### config.mk
export PLATFORM = sky130hd
export DESIGN_NAME = tm_qm_queue_depth
export DESIGN_NICKNAME = d
export VERILOG_FILES = /design/src/rtl/tm_qm_queue_depth.sv
export SDC_FILE = /design/constraint.sdc
export NUM_CORES = 1
export LEC_CHECK = 0
export ABC_CLOCK_PERIOD_IN_PS = 7800
export CAP_MARGIN = 20
export CORE_ASPECT_RATIO = 1.75
export CORE_MARGIN = 10
export CORE_UTILIZATION = 67
export DETAILED_ROUTE_END_ITERATION = 8
export PLACE_DENSITY = 0.86
export REMOVE_ABC_BUFFERS = 1
export SYNTH_ARGS = -nofsm -noshare
export SYNTH_HDL_FRONTEND = slang
export SYNTH_SLANG_ARGS = --single-unit
### constraint.sdc
create_clock -name clk -period 7.8 [get_ports clk]
set_clock_uncertainty 0.15 [all_clocks]
set_input_delay 1.17 -clock clk [delete_from_list [all_inputs] [get_ports clk]]
set_output_delay 1.17 -clock clk [all_outputs]
set_load 0.02 [all_outputs]
### src/rtl/tm_qm_queue_depth.sv
// Per-queue depth tracker: depth = enq_cnt - deq_cnt held in duplicated 1r1w RAMs.
// Optional global high-watermark enabled by TM_QM_DEPTH_WATERMARK_EN.
module tm_qm_queue_depth #(
  parameter int QB = 4
) (
  input  logic          clk,
  input  logic          reset_n,
`ifdef TM_QM_DEPTH_WATERMARK_EN
  input  logic          wm_clr,
  output logic [QB:0]   wm_depth,
  output logic [QB-1:0] wm_qid,
`endif
  input  logic          depth_enq_req,
  input  logic [QB-1:0] depth_enq_qid,
  input  logic          depth_deq_req,
  input  logic [QB-1:0] depth_deq_qid,
  output logic          init_done,
  output logic          depth_enq_ack,
  output logic          depth_enq_to_empty,
  output logic [QB:0]   depth_enq_depth,
  output logic          depth_deq_ack,
  output logic          depth_deq_from_emptyp2,
  output logic [QB:0]   depth_deq_depth,
  output logic          err_underflow,
  output logic          err_req_in_init
);
  localparam int NQ = 2**QB;
  localparam logic [QB:0] CNT_ONE = (QB+1)'(1);
  localparam logic [QB:0] CNT_TWO = (QB+1)'(2);

  typedef enum logic {ST_INIT, ST_RUN} state_e;
  state_e        state_q, state_d;
  logic [QB-1:0] init_addr_q, init_addr_d;

  always_ff @(posedge clk or negedge reset_n) begin
    if (!reset_n) begin
      state_q     <= ST_INIT;
      init_addr_q <= '0;
    end else begin
      state_q     <= state_d;
      init_addr_q <= init_addr_d;
    end
  end

  always_comb begin
    state_d     = state_q;
    init_addr_d = init_addr_q;
    if (state_q == ST_INIT) begin
      init_addr_d = init_addr_q + QB'(1);
      if (init_addr_q == {QB{1'b1}}) state_d = ST_RUN;
    end
  end

  assign init_done = (state_q == ST_RUN);

  logic          s1_enq_v_q, s1_deq_v_q;
  logic [QB-1:0] s1_enq_qid_q, s1_deq_qid_q;
  logic          enq_fw_v_q, deq_fw_v_q;
  logic [QB-1:0] enq_fw_qid_q, deq_fw_qid_q;
  logic [QB:0]   enq_fw_cnt_q, deq_fw_cnt_q;

  logic          enq_we, deq_we, deq_ok;
  logic [QB-1:0] enq_wa, deq_wa;
  logic [QB:0]   enq_wd, deq_wd;
  logic [QB:0]   e_enq_cnt, e_deq_cnt, d_enq_cnt, d_deq_cnt, e_old, d_old;
  logic [QB-1:0] rd_addr [2];

  assign rd_addr[0] = depth_enq_qid;
  assign rd_addr[1] = depth_deq_qid;

  // Copy 0 is read by the enqueue path, copy 1 by the dequeue path; both copies take every write.
  for (genvar gi = 0; gi < 2; gi++) begin : g_copy
    logic [QB:0] enq_mem [NQ];
    logic [QB:0] deq_mem [NQ];
    logic [QB:0] enq_rd_q, deq_rd_q;
    always_ff @(posedge clk) begin
      if (enq_we) enq_mem[enq_wa] <= enq_wd;
      if (deq_we) deq_mem[deq_wa] <= deq_wd;
      enq_rd_q <= enq_mem[rd_addr[gi]];
      deq_rd_q <= deq_mem[rd_addr[gi]];
    end
  end

  // RAM reads return pre-write data for last cycle's update, so that update is forwarded here.
  always_comb begin
    e_enq_cnt = g_copy[0].enq_rd_q;
    if (enq_fw_v_q && enq_fw_qid_q == s1_enq_qid_q) e_enq_cnt = enq_fw_cnt_q;
    e_deq_cnt = g_copy[0].deq_rd_q;
    if (deq_fw_v_q && deq_fw_qid_q == s1_enq_qid_q) e_deq_cnt = deq_fw_cnt_q;
    d_enq_cnt = g_copy[1].enq_rd_q;
    if (enq_fw_v_q && enq_fw_qid_q == s1_deq_qid_q) d_enq_cnt = enq_fw_cnt_q;
    if (s1_enq_v_q && s1_enq_qid_q == s1_deq_qid_q) d_enq_cnt = e_enq_cnt + CNT_ONE;
    d_deq_cnt = g_copy[1].deq_rd_q;
    if (deq_fw_v_q && deq_fw_qid_q == s1_deq_qid_q) d_deq_cnt = deq_fw_cnt_q;
  end

  assign e_old  = e_enq_cnt - e_deq_cnt;
  assign d_old  = d_enq_cnt - d_deq_cnt;
  assign deq_ok = s1_deq_v_q && (d_old != '0);

  assign enq_we = init_done ? s1_enq_v_q   : 1'b1;
  assign enq_wa = init_done ? s1_enq_qid_q : init_addr_q;
  assign enq_wd = init_done ? e_enq_cnt + CNT_ONE : '0;
  assign deq_we = init_done ? deq_ok       : 1'b1;
  assign deq_wa = init_done ? s1_deq_qid_q : init_addr_q;
  assign deq_wd = init_done ? d_deq_cnt + CNT_ONE : '0;

  always_ff @(posedge clk or negedge reset_n) begin
    if (!reset_n) begin
      s1_enq_v_q             <= 1'b0;
      s1_deq_v_q             <= 1'b0;
      s1_enq_qid_q           <= '0;
      s1_deq_qid_q           <= '0;
      enq_fw_v_q             <= 1'b0;
      deq_fw_v_q             <= 1'b0;
      enq_fw_qid_q           <= '0;
      deq_fw_qid_q           <= '0;
      enq_fw_cnt_q           <= '0;
      deq_fw_cnt_q           <= '0;
      depth_enq_ack          <= 1'b0;
      depth_enq_to_empty     <= 1'b0;
      depth_enq_depth        <= '0;
      depth_deq_ack          <= 1'b0;
      depth_deq_from_emptyp2 <= 1'b0;
      depth_deq_depth        <= '0;
      err_underflow          <= 1'b0;
      err_req_in_init        <= 1'b0;
    end else begin
      s1_enq_v_q             <= depth_enq_req && init_done;
      s1_deq_v_q             <= depth_deq_req && init_done;
      s1_enq_qid_q           <= depth_enq_qid;
      s1_deq_qid_q           <= depth_deq_qid;
      enq_fw_v_q             <= s1_enq_v_q;
      deq_fw_v_q             <= deq_ok;
      enq_fw_qid_q           <= s1_enq_qid_q;
      deq_fw_qid_q           <= s1_deq_qid_q;
      enq_fw_cnt_q           <= e_enq_cnt + CNT_ONE;
      deq_fw_cnt_q           <= d_deq_cnt + CNT_ONE;
      depth_enq_ack          <= s1_enq_v_q;
      depth_enq_to_empty     <= s1_enq_v_q && (e_old == '0);
      depth_enq_depth        <= s1_enq_v_q ? e_old + CNT_ONE : '0;
      depth_deq_ack          <= s1_deq_v_q;
      depth_deq_from_emptyp2 <= deq_ok && (d_old >= CNT_TWO);
      depth_deq_depth        <= deq_ok ? d_old - CNT_ONE : '0;
      err_underflow          <= s1_deq_v_q && !deq_ok;
      err_req_in_init        <= (depth_enq_req || depth_deq_req) && !init_done;
    end
  end

`ifdef TM_QM_DEPTH_WATERMARK_EN
  logic [QB:0]   wm_depth_q;
  logic [QB-1:0] wm_qid_q, ack_qid_q;

  always_ff @(posedge clk or negedge reset_n) begin
    if (!reset_n) begin
      wm_depth_q <= '0;
      wm_qid_q   <= '0;
      ack_qid_q  <= '0;
    end else begin
      ack_qid_q <= s1_enq_qid_q;
      if (wm_clr) begin
        wm_depth_q <= '0;
        wm_qid_q   <= '0;
      end else if (depth_enq_ack && depth_enq_depth > wm_depth_q) begin
        wm_depth_q <= depth_enq_depth;
        wm_qid_q   <= ack_qid_q;
      end
    end
  end

  assign wm_depth = wm_depth_q;
  assign wm_qid   = wm_qid_q;
`endif
endmodule

==> metrics.md, run 1 <==
| Metric | Value |
|---|---|
| Sequential cell area | `6460 um^2` |
| All-Layer GR Usage | `24.6%` |
| Area contributors post-synth | `edfxtp_1, mux4_2, dfrtp_1` |
| Status | `complete, no violations` |
| # hold bufs at CTS | `0` |
| Initial antenna violation count | `0` |
| # diodes | `0` |
| Share of post-route cells with drive strength above 1 | `22.3%` |
| Synth Register Bits | `230` |
| Most frequent cells in the layout | `edfxtp_1, mux4_2, dfrtp_1, nor2_1, nand2_1` |
| Switch share | `26.1%` |
| Syn-to-layout area delta | `9.35%` |
| DR iter-0 viols | `672` |
| Initial core utilization | `68.0%` |
| H-tree depth | `1` |
| Final GP Congestion | `0.959` |
| Total Wirelength | `25800 um` |
| Mapped Area | `10800 um^2` |
| CTS tree | `yes` |
| Antenna Nets Post-Route | `0` |
| TritonCTS Sinks | `230` |
| Via count of the first global-routing pass | `6843` |
| Async SR Flop Fraction | `21.7%` |
| Relative slew slack | `24.7%` |
| Pins over their slew limit | `0` |
| Arrival time worst endpoint | `5.29 ns` |
| Required time worst endpoint | `7.78 ns` |
| Cell taking the most area after synthesis | `edfxtp_1` |
| Fillers | `903` |
| Sequential power share | `49.7%` |
| Fin crit period | `5.31 ns` |
| Max VDD drop | `0.000225 V` |
| Clock buffer depth | `3` |
| Setup TNS | `0 ns` |
| Total global routing overflow | `0` |
| Clock Power Share | `33.1%` |
| Power Dens Cells | `249 nW/um^2` |
| Most common cell after layout, fill and taps aside | `edfxtp_1` |
| Worst-margin pin slew | `1.13 ns` |
| DR pass1 iterations | `6` |
| Post-synthesis average cell area | `16.5 um^2` |
| Die area | `21800 um^2` |
| Crit path capture type | `register` |
| Clock root buffer master | `clkbuf_16` |
| Startpoint class of the critical path | `register` |
| Final hold vios | `0` |
| Synth top area share | `44.5%` |
| Postcts setup bufs | `0` |
| Global-route wire length before repair | `40400 um` |
| Layout Nets | `702` |
| IO buf count | `28` |
| Die extent in x | `116 um` |
| Area of the multi-input gates | `4090 um^2` |
| Top_reg_cell synth | `edfxtp_1` |
| Max Cap Viol | `0` |
| Clk pin slew, worst setup/hold paths | `0.07 ns` |
| Row count | `61` |
| Pleak | `0.00405 uW` |
| Combinational Power Share | `17.1%` |
| Clk_lat worst skew | `0.50 ns` |
| Core area | `15900 um^2` |
| Largest net degree at the start of global routing | `51` |
| Yosys cell types | `53` |
| Register area share after synthesis | `59.8%` |
| Synthesized instance count | `655` |
| Number of synthesized flops with an enable pin | `160` |
| NetSw | `767 uW` |
| Die Y | `188 um` |
| RSZ-0062 raised after global routing | `no` |
| Setup-failing EPs final | `0` |
| Crit share post-route | `68.1%` |
| Critical path class | `register to register` |
| Util after Layout | `74.4%` |
| Fmax | `188 MHz` |
| WL per Instance | `29.5 um` |
| Internal Power | `2170 uW` |
| Max Fanout on Critical Path | `22` |
| Remaining DRCs | `0` |
| DPL Wire Length | `18100 um` |
| Via count | `6340` |
| Ys Warns | `0` |
| Final hold slack | `0.311 ns` |
| Total CTS buffers | `21` |
| HP Class | `register to register` |
| PostCTS Resize Cnt | `0` |
| Vias/cell | `7.24` |
| Ports | `29` |
Yosys cell counts, types with 2 or more instances:
cell	n
nor4_1	4
buf_6	2
mux2_2	4
and2_1	12
nor2b_1	2
edfxtp_1	160
mux4_2	100
ha_1	15
mux2i_1	18
nor4_4	2
nor2_1	40
buf_1	11
or3_1	4
a21oi_1	6
o31a_1	3
xor2_1	12
o31ai_1	8
or4_1	2
buf_2	8
o21bai_1	3
a31oi_1	4
dfxtp_1	20
o22ai_1	9
inv_1	22
a211oi_1	3
nor3_1	5
clkbuf_1	18
nor3b_1	3
nand2_1	38
and3_1	2
nand3_1	9
o22a_1	2
o21a_1	2
dfrtp_1	50
xnor2_1	28
o21ai_0	7
per-layer routing:
metal | wire length [um] | vias up | global-route usage (%)
li1 | - | 2609 | -
met1 | 8230 | 3215 | 27.5
met2 | 14000 | 403 | 43.2
met3 | 2070 | 113 | 3.84
met4 | 1490 | 0 | 13.1
met5 | 0 | - | 0
worst max-delay path: stages (launching register included):
cell and delay (ns):
dfrtp_1 0.49, xnor2_1 0.21, nand3_1 0.18, nor2_2 0.29, mux2i_1 0.37, inv_1 0.14, ha_1 0.35, nand2_1 0.06
o21ai_0 0.15, fa_1 0.49, nand2_1 0.08, nand2_1 0.05, a21oi_1 0.27, xnor2_1 0.10, a211oi_1 0.41, o31ai_2 0.09
buf_4 0.23, o31ai_1 0.80
sequential cells by signal (all words and copies together), names as in the netlist:
signal / count
enq_fw_v_q: 1
g_copy.enq_rd_q: 10
depth_deq_from_emptyp2: 1
depth_enq_to_empty: 1
err_req_in_init: 1
g_copy.deq_rd_q: 10
enq_fw_cnt_q: 5
depth_deq_ack: 1
init_done: 1
depth_deq_depth: 5
deq_fw_qid_q: 4
s1_enq_v_q: 1
g_copy.deq_mem: 80
s1_enq_qid_q: 4
depth_enq_depth: 5
s1_deq_qid_q: 4
init_addr_q: 4
s1_deq_v_q: 1
enq_fw_qid_q: 4
deq_fw_v_q: 1
deq_fw_cnt_q: 5
err_underflow: 1
g_copy.enq_mem: 80
final cells by class:
class	count	area share (%)
clock inverter	7	0.530
tap	189	2.00
inverter	22	0.700
sequential	230	54.7
timing repair buffer	35	2.64
clock buffer	29	4.83
multi-input combinational	364	34.6
path summary, 6_finish.rpt:
check	to	depth (start not counted)	slack (ns)	startpoint
setup / recovery	g_copy[1].deq_mem[4][2]$_DFFE_PP_	17	2.49	s1_enq_qid_q[3]$_DFF_PN0_
hold / removal	depth_deq_ack$_DFF_PN0_	0	0.31	s1_deq_v_q$_DFF_PN0_
setup reg to reg	g_copy[1].deq_mem[4][2]$_DFFE_PP_	17	2.49	s1_enq_qid_q[3]$_DFF_PN0_
hold reg to reg	depth_deq_ack$_DFF_PN0_	0	0.31	s1_deq_v_q$_DFF_PN0_
max in group asynchronous	enq_fw_cnt_q[3]$_DFF_PN0_	2	6.42	reset_n
min in group asynchronous	deq_fw_cnt_q[3]$_DFF_PN0_	2	0.63	reset_n
stage by stage:
stage	instances	total power (uW)	setup WS [ns]	instance area, um^2
floorplan	616	1780	2.81	10600
CTS	876	2950	2.55	11800
finish	876	2940	2.49	11800
detailed placement	840	1990	2.60	11200
global placement	839	1970	2.85	11200
global route	876	3040	2.24	11800
power groups by stage:
stage | sequential (uW) | clock (uW) | combinational, uW
after global placement | 1480 | 0 | 484
after CTS | 1460 | 981 | 506
final | 1460 | 974 | 504
after floorplan | 1500 | 0 | 285
after global routing | 1470 | 1030 | 543
after detailed placement | 1490 | 0 | 502
cells by family (layout without fill, tap and decap cells):
kind of cell / count (synthesis) / after routing / share of synthesized area (%)
flops: 230 / 230 / 59.8
simple gates: 130 / 130 / 5.99
mux: 122 / 122 / 22.9
buf+inv: 61 / 93 / 2.35
compound gates: 56 / 56 / 3.73
xor+xnor: 40 / 40 / 3.25
fa+ha+maj: 16 / 16 / 1.92
(Power assumes the default switching activity.)
==> run 2, diff against run 1 <==
- ABC_CLOCK_PERIOD_IN_PS: 7800 -> 5570
- CORE_UTILIZATION: 67 -> 62
- PLACE_DENSITY: 0.86 -> 0.8
- clock period: 7.8 -> 5.57 ns (I/O delays scaled with it)
==> metrics.md, run 2 (synthesized netlist as in run 1, its figures left out) <==
| Metric | Value |
|---|---|
| Status | `complete, no violations` |
| Initial antenna violation count | `0` |
| Worst-margin pin slew | `1.13 ns` |
| Initial core utilization | `63.4%` |
| Syn-to-layout area delta | `9.72%` |
| Layout Nets | `702` |
| Max VDD drop | `0.000263 V` |
| Startpoint class of the critical path | `register` |
| PnR worst setup slack | `0.334 ns` |
| Max Cap Viol | `0` |
| Final hold slack | `0.171 ns` |
| Met2 Use GR | `41.4%` |
| Antenna Nets Post-Route | `0` |
| Clock buffer depth | `3` |
| PostCTS Resize Cnt | `0` |
| DPL Wire Length | `18700 um` |
| Most frequent cells in the layout | `edfxtp_1, mux4_2, dfrtp_1, nor2_1, nand2_1` |
| Dpl cells | `877` |
| Total Wirelength | `25500 um` |
| Relative slew slack | `24.8%` |
| Most common cell after layout, fill and taps aside | `edfxtp_1` |
| Die Y | `195 um` |
| Die area | `23300 um^2` |
| WL per Instance | `27.9 um` |
| H-tree depth | `1` |
| Share of post-route cells with drive strength above 1 | `21.7%` |
| Pins over their slew limit | `0` |
| Postcts setup bufs | `0` |
| CTS tree | `yes` |
| TritonCTS Sinks | `230` |
| Crit share post-route | `94.0%` |
| Crit. Startpoint | `s1_enq_qid_q[3]$_DFF_PN0_` |
| # hold bufs at CTS | `0` |
| Via count of the first global-routing pass | `6701` |
| Crit path capture type | `register` |
| IO buf count | `28` |
| Power Dens Cells | `344 nW/um^2` |
| M3 GR Usage | `2.58%` |
| Clk pin slew, worst setup/hold paths | `0.06 ns` |
| Clk_lat worst skew | `0.50 ns` |
| Via count | `6196` |
| HP Class | `input pin to asynchronous set/reset pin` |
| Row count | `63` |
| Util after Layout | `69.6%` |
| Final hold vios | `0` |
| DR pass1 iterations | `6` |
| Core area | `17000 um^2` |
| Layer with the highest usage | `met2` |
| Total CTS buffers | `21` |
| Fin crit period | `5.24 ns` |
| Required time worst endpoint | `5.54 ns` |
| Final GP Congestion | `0.961` |
| RSZ-0062 raised after global routing | `no` |
| Pre-CTS WS | `0.344 ns` |
| Biggest regs | `g_copy.enq_mem x80, g_copy.deq_mem x80` |
| Vias/cell | `6.78` |
| Max Fanout on Critical Path | `22` |
| Die extent in x | `120 um` |
| # diodes | `0` |
| Critical path class | `register to register` |
| FF-to-FF Start | `s1_enq_qid_q[3]$_DFF_PN0_` |
| Global-route wire length before repair | `40300 um` |
| Clock root buffer master | `clkbuf_16` |
| Setup-failing EPs final | `0` |
| DR iter-0 viols | `559` |
| All-Layer GR Usage | `22.5%` |
| Arrival time worst endpoint | `5.21 ns` |
| Remaining DRCs | `0` |
| Total global routing overflow | `0` |
| Setup TNS | `0 ns` |
| Final non-filler cell total | `914` |
| Ports | `29` |
| Pleak | `0.00403 uW` |
| Fmax | `191 MHz` |
| Largest net degree at the start of global routing | `51` |
| GR Util met1 | `24.9%` |
==> run 2: metrics by stage <==
stage	power (uW)	instance area, um^2
floorplan	2500	10600
global placement	2760	11200
detailed placement	2790	11200
CTS	4100	11800
global route	4220	11800
finish	4080	11800
==> run 2: worst paths after layout <==
check                                                endpoint  slack (ns)  cells after the start
max                        g_copy[1].deq_mem[14][1]$_DFFE_PP_        0.33                     17
min                              depth_deq_depth[1]$_DFF_PN0_        0.17                      1
min reg2reg                         deq_fw_cnt_q[0]$_DFF_PN0_        0.30                      1
max reg2reg                g_copy[1].deq_mem[14][1]$_DFFE_PP_        0.33                     17
min in group clk                    deq_fw_cnt_q[0]$_DFF_PN0_        0.30                      1
max in group asynchronous          init_addr_q[3]$_DFFE_PN0N_        4.56                      2
==> run 2: area by class of cell <==
cell class	count	area (um^2)
multi-input cells	364	4090
well taps	227	284
fillers	1081	5180
clock buffers	26	544
repair buffers	35	324
flip-flops and latches	230	6460
inverters	22	82.6
clock inverters	10	68.8
==> run 2: routing by layer <==
metal	share of wire, %	vias up
met5	0	-
met4	5.3	0
met3	6.2	81
met2	57	324
met1	32	3185
li1	-	2606
==> run 2: where the power goes <==
group | switching, uW | internal [uW] | leakage, uW | total, uW
combinational | 417 | 286 | 0.00152 | 703
clock | 589 | 736 | 0.000295 | 1320
sequential | 53.3 | 1990 | 0.00222 | 2050
==> run 2: worst max-delay path, cell delays in order (launching register included) <==
cell and delay [ns]:
dfrtp_1 0.48, xnor2_1 0.25, nand3_1 0.17, nor2_2 0.27, mux2i_1 0.40, inv_1 0.13
ha_1 0.36, nand2_1 0.07, o21ai_0 0.14, fa_1 0.49, nand2_1 0.08, nand2_1 0.06
a21oi_1 0.24, xnor2_1 0.09, a211oi_1 0.39, o31ai_2 0.09, buf_4 0.23, o31ai_1 0.75
==> run 3, diff against run 2 <==
- ABC_CLOCK_PERIOD_IN_PS: 5570 -> default
==> results of run 3 <==
Same layout as run 2: the final DEF is identical, and so are final timing and power.
